File: src/rtl/cpu_types_pkg.sv
// Shared types for the pipeline front end.
//   word_t        : 32-bit machine word
//   HALT          : opcode field value that stops instruction fetch
//   fetch_state_t : fetch-stage FSM encoding
//   ifid_t        : IF/ID pipeline payload {valid, instr, pc, npc}
package cpu_types_pkg;

  typedef logic [31:0] word_t;

  localparam logic [5:0] HALT = 6'b111111;

  typedef enum logic [1:0] {
    FETCH    = 2'd0,
    BUFFERED = 2'd1,
    HALTED   = 2'd2
  } fetch_state_t;

  typedef struct packed {
    logic  valid;
    word_t instr;
    word_t pc;
    word_t npc;
  } ifid_t;

  // A bubble is all-zero so that decode sees a NOP and a zero npc.
  localparam ifid_t IFID_BUBBLE = '0;

endpackage

File: src/rtl/ifid_latch.sv
// Generic pipeline latch holding one ifid_t payload.
// Priority: rst > flush (bubble) > stall (hold) > load (capture d) > bubble.
// Ports:
//   clk, rst : clock and asynchronous active-high reset
//   flush    : load a bubble, overrides stall
//   stall    : hold current contents
//   load     : capture d this cycle; without it a bubble is inserted
//   d        : payload to capture
//   q        : registered payload
module ifid_latch
  import cpu_types_pkg::*;
(
  input  logic  clk,
  input  logic  rst,
  input  logic  flush,
  input  logic  stall,
  input  logic  load,
  input  ifid_t d,
  output ifid_t q
);

  always_ff @(posedge clk or posedge rst) begin
    if (rst) begin
      q <= IFID_BUBBLE;
    end else if (flush) begin
      q <= IFID_BUBBLE;
    end else if (stall) begin
      q <= q;
    end else if (load) begin
      q <= d;
    end else begin
      q <= IFID_BUBBLE;
    end
  end

endmodule

File: src/rtl/fetch_stage.sv
// Instruction-fetch stage: owns the PC, the icache request, a one-entry
// skid buffer for instructions returned while decode is stalled, and the
// IF/ID pipeline register.
//
// state    | meaning
// ---------+---------------------------------------------------------------
// FETCH    | issuing requests at pc (unless stall_PC / redirect)
// BUFFERED | one accepted instruction parked in buf_q, no new requests
// HALTED   | HALT fetched, pc frozen, waiting for a redirect
//
// Ports:
//   CLK, RST           : clock, asynchronous active-high reset
//   stall_PC           : hold pc, suppress new requests
//   stall_IFID         : hold IF/ID
//   flush_IFID         : bubble into IF/ID (wins over stall_IFID)
//   redirect_valid/pc  : resolved control transfer from EX/MEM
//   ihit, iload        : icache response
//   iREN, iaddr        : icache request
//   ifid_*             : IF/ID payload for decode and hazard logic
module fetch_stage
  import cpu_types_pkg::*;
#(
  parameter word_t      PC_INIT = 32'h0000_0000,
  parameter logic [5:0] HALT_OP = HALT
) (
  input  logic        CLK,
  input  logic        RST,
  input  logic        stall_PC,
  input  logic        stall_IFID,
  input  logic        flush_IFID,
  input  logic        redirect_valid,
  input  logic [31:0] redirect_pc,
  input  logic        ihit,
  input  logic [31:0] iload,
  output logic        iREN,
  output logic [31:0] iaddr,
  output logic        ifid_valid,
  output logic [31:0] ifid_instr,
  output logic [31:0] ifid_pc,
  output logic [31:0] ifid_npc
);

  fetch_state_t state, next_state;
  word_t        pc, pc_next;
  ifid_t        buf_q, buf_next;
  logic         buf_halt, buf_halt_next;

  ifid_t        fetched;
  ifid_t        latch_d;
  ifid_t        ifid_q;
  logic         latch_load;
  logic         accept;
  logic         is_halt;

  // RST gates the request so iREN is low for the whole reset window.
  assign iREN    = !RST && (state == FETCH) && !stall_PC && !redirect_valid;
  assign iaddr   = pc;
  assign accept  = iREN && ihit;
  assign is_halt = (iload[31:26] == HALT_OP);

  always_comb begin
    fetched       = IFID_BUBBLE;
    fetched.valid = 1'b1;
    fetched.instr = iload;
    fetched.pc    = pc;
    fetched.npc   = pc + 32'd4;
  end

  always_ff @(posedge CLK or posedge RST) begin
    if (RST) begin
      state    <= FETCH;
      pc       <= PC_INIT;
      buf_q    <= IFID_BUBBLE;
      buf_halt <= 1'b0;
    end else begin
      state    <= next_state;
      pc       <= pc_next;
      buf_q    <= buf_next;
      buf_halt <= buf_halt_next;
    end
  end

  always_comb begin
    next_state    = state;
    pc_next       = pc;
    buf_next      = buf_q;
    buf_halt_next = buf_halt;
    latch_load    = 1'b0;
    latch_d       = fetched;

    if (redirect_valid) begin
      next_state    = FETCH;
      pc_next       = redirect_pc;
      buf_next      = IFID_BUBBLE;
      buf_halt_next = 1'b0;
    end else begin
      unique case (state)
        FETCH: begin
          latch_load = accept;
          if (accept) begin
            pc_next = pc + 32'd4;
            if (stall_IFID && !flush_IFID) begin
              next_state    = BUFFERED;
              buf_next      = fetched;
              buf_halt_next = is_halt;
            end else if (is_halt && !flush_IFID) begin
              next_state = HALTED;
            end
          end
        end
        BUFFERED: begin
          latch_d = buf_q;
          if (flush_IFID) begin
            // pc is not rewound; the accompanying redirect supplies it
            next_state    = FETCH;
            buf_next      = IFID_BUBBLE;
            buf_halt_next = 1'b0;
          end else if (!stall_IFID) begin
            latch_load    = 1'b1;
            // a buffered HALT stops fetching only once it reaches IF/ID
            next_state    = buf_halt ? HALTED : FETCH;
            buf_next      = IFID_BUBBLE;
            buf_halt_next = 1'b0;
          end
        end
        HALTED: begin
          next_state = HALTED;
        end
        default: begin
          next_state = FETCH;
        end
      endcase
    end
  end

  ifid_latch u_ifid_latch (
    .clk   (CLK),
    .rst   (RST),
    .flush (flush_IFID || redirect_valid),
    .stall (stall_IFID),
    .load  (latch_load),
    .d     (latch_d),
    .q     (ifid_q)
  );

  assign ifid_valid = ifid_q.valid;
  assign ifid_instr = ifid_q.instr;
  assign ifid_pc    = ifid_q.pc;
  assign ifid_npc   = ifid_q.npc;

endmodule

File: config.mk
export PLATFORM = sky130hd
export DESIGN_NAME = fetch_stage
export DESIGN_NICKNAME = d
export VERILOG_FILES = /design/src/rtl/cpu_types_pkg.sv /design/src/rtl/ifid_latch.sv /design/src/rtl/fetch_stage.sv
export SDC_FILE = /design/constraint.sdc
export NUM_CORES = 1
export LEC_CHECK = 0
export ABC_AREA = 0
export CORE_AREA = 2 2 152 139
export CTS_BUF_LIST = sky130_fd_sc_hd__clkbuf_4 sky130_fd_sc_hd__clkbuf_8 sky130_fd_sc_hd__clkbuf_16
export CTS_CLUSTER_SIZE = 28
export DETAILED_ROUTE_END_ITERATION = 8
export DIE_AREA = 0 0 154 141
export PLACE_DENSITY_LB_ADDON = 0.3
export SLEW_MARGIN = 10
export SYNTH_ARGS = -nofsm -noshare
export SYNTH_HDL_FRONTEND = slang
export SYNTH_SLANG_ARGS = --single-unit
File: constraint.sdc
create_clock -name CLK -period 8.2 [get_ports CLK]
set_clock_uncertainty 0.1 [all_clocks]
set_input_delay 0.82 -clock CLK [delete_from_list [all_inputs] [get_ports CLK]]
set_output_delay 0.82 -clock CLK [all_outputs]
set_load 0.01 [all_outputs]
==> results_dict.tcl <==
set metrics [dict create \
    outcome "complete, no violations" \
    synth_ff_type "dfrtp_1" \
    hp-class "reg -> reg" \
    via_per_inst 5.761 \
    path_max_fanout 67 \
    critPathRequiredTime_ns 7.28 \
    worstSkewPairLatency_ns 0.51 \
    worstHoldPathCells 2 \
    setup_viol_count_final 0 \
    synth_cells 950 \
    irDropWorstVdd_mv 0.1228 \
    hold_buffers 0 \
    final_common_cell "dfrtp_1" \
    firstDrtPassIters 5 \
    antenna_found_initial 0 \
    cp_cell_sequence "buf_2 > buf_4 > inv_1 > and2_1 > clkdlybuf4s50_1" \
    synthArstFlopShare 1.000 \
    p_per_area_nw_per_um2 200.9 \
    start_util 0.4902 \
    leakagePower_nw 5.872 \
    rsz0062_at_grt "false" \
    nets 1179 \
    cts.sinks 225 \
    grtUsageMet3 0.04611 \
    htree_num_levels 1 \
    reg2reg_depth 5 \
    die_x_um 154 \
    ctsResizeCount 0 \
    fmax_mhz 288.3 \
    critPathArrivalTime_ns 2.55 \
    clk_pin_slew_worst_paths_ns 0.06 \
    tns_ns 0 \
    route.detailed.drc 0 \
    hold_violations 0 \
    critPathLaunchType "input pin" \
    period_share 0.4230 \
    synth_edf_count 0 \
    slew_headroom 0.2337 \
    die_area_um2 21710 \
    vias 7979 \
    core_area_um2 20330 \
    layout_common_cells "dfrtp_1, clkdlybuf4s50_1, o21ai_0" \
    synth_area_per_cell_um2 10.49 \
    grt_pass1_vias 7854 \
    drt_iter0_drc 572 \
    synth_nets 1022 \
    io_pins 201 \
    drv_slew 0 \
    grt_use_met2 0.3918 \
    wire_per_inst_um 19.40 \
    rows 50 \
    drv_cap 0 \
    synth_cell_types 42 \
    cts_tree "yes" \
    postCtsSetupBuffers 0 \
    grt_overflow 0 \
    ys_seq_area_frac 0.5649 \
    areaGrowthSynthToFinish_pct 30.22 \
    slowest_stage "buf_4" \
    slowest_delay_ns 0.56 \
    grt_util_met1 0.3603 \
    dp.cells 1340 \
    grt_max_degree 142 \
    stdcell_count 1385 \
    yosysWarnings 0 \
    track_usage 0.2489 \
    drive_above_1_share 0.06222 \
    die_h_um 141 \
    busiest_layer "met2" \
    ant_nets 0 \
    cts_inserted_buffers 24 \
    root_buffer "clkbuf_16" \
    total_power_mw 2.608 \
    io_buffers 200 \
    cts.path.max_buffers 3 \
    antenna_cells 0 \
    worst_setup_path_end_kind "output pin" \
    crit_type "in -> out" \
    routed_wl_um 26870 \
    worst_pin_slew_ns 1.149 \
    synth_seq_cells 225 \
    grt_pass1_wl_um 43450 \
    hpwl_um 16810 \
    synth_area_um2 9967 \
    gp_congestion 0.8053 \
    fin_crit_ns 3.468 \
]
-- through the flow --
step	hold WS (ns)	utilization	cell area [um2]	setup WS, ns
2_1_floorplan	0.3447	-	9967	1.117
3_3_place_gp	0.3593	0.5934	12060	4.145
3_5_place_dp	0.3692	0.5934	12060	4.110
4_1_cts	0.3797	0.6374	12960	4.616
5_1_grt	0.4102	0.6383	12980	4.513
6_report	0.3780	0.6383	12980	4.732
-- cell type report --
type | count | area [um2]
tap | 260 | 325.3
timing repair buffer | 210 | 2085
clock inverter | 12 | 191.4
fill | 1629 | 7353
clock buffer | 32 | 703.2
sequential | 225 | 5630
multi-input combinational | 640 | 4014
inverter | 6 | 30.03
-- power breakdown --
| group | internal (mW) | leakage [nW] | switching [mW] |
|---|---|---|---|
| Clock | 0.761 | 0.446 | 0.447 |
| Combinational | 0.105 | 2.35 | 0.116 |
| Sequential | 1.13 | 3.08 | 0.0458 |
| Total | 2.00 | 5.87 | 0.609 |
-- critical path, delay by kind of cell --
kind	cells	cell delay [ns]
buf+inv	4	1.48
simple gates	1	0.22
-- state kept, by name (all words and copies together) (netlist names) --
| register | cells |
|---|---|
| buf_q | 95 |
| u_ifid_latch.q | 95 |
| iaddr | 32 |
| state | 2 |
| buf_halt | 1 |
-- synth_stat cells, types with 5 or more instances --
master      n  area (um2)
nor2_1     26       97.59
buf_1       5       18.77
clkbuf_1   51       191.4
a22oi_1    23       172.7
buf_4       6       45.04
nand4_1     7       43.79
xnor2_1    49       429.2
a22o_1     63       551.8
buf_2      17       85.08
a21oi_1     5       25.02
nand3_1    14       70.07
mux2i_1    67       670.6
dfrtp_1   225        5630
o21ai_0   154       770.7
xor2_1      5       43.79
inv_1       6       22.52
nor3_1     18       90.09
nor4_1     19       118.9
nand2_1   151       566.8
-- path summary, 6_finish.rpt --
path	startpoint	endpoint	slack [ns]
min reg2reg	u_ifid_latch.q[3]$_DFFE_PP0P_	u_ifid_latch.q[3]$_DFFE_PP0P_	0.38
max in group asynchronous	RST	buf_q[30]$_DFFE_PP0P_	5.43
min	u_ifid_latch.q[3]$_DFFE_PP0P_	u_ifid_latch.q[3]$_DFFE_PP0P_	0.38
min in group asynchronous	RST	state[1]$_DFFE_PP0P_	0.94
max reg2reg	state[1]$_DFFE_PP0P_	buf_q[92]$_DFFE_PP0P_	5.14
max	redirect_valid	iREN	4.73
-- per-layer routing --
layer	share of wire	up-vias
met5	0	-
met4	0.019	0
met3	0.066	37
met2	0.46	286
met1	0.45	3978
li1	-	3678
-- logic make-up after synthesis --
group,synth area share
buffers and inverters,0.03640
DFF,0.5649
xor gates and xnor gates,0.04745
and+or+nand+nor,0.1195
AOI/OAI and AO/OA,0.1609
muxes,0.06955
adders and majority gates,0.001255
Power figures use the tool's default switching activity.
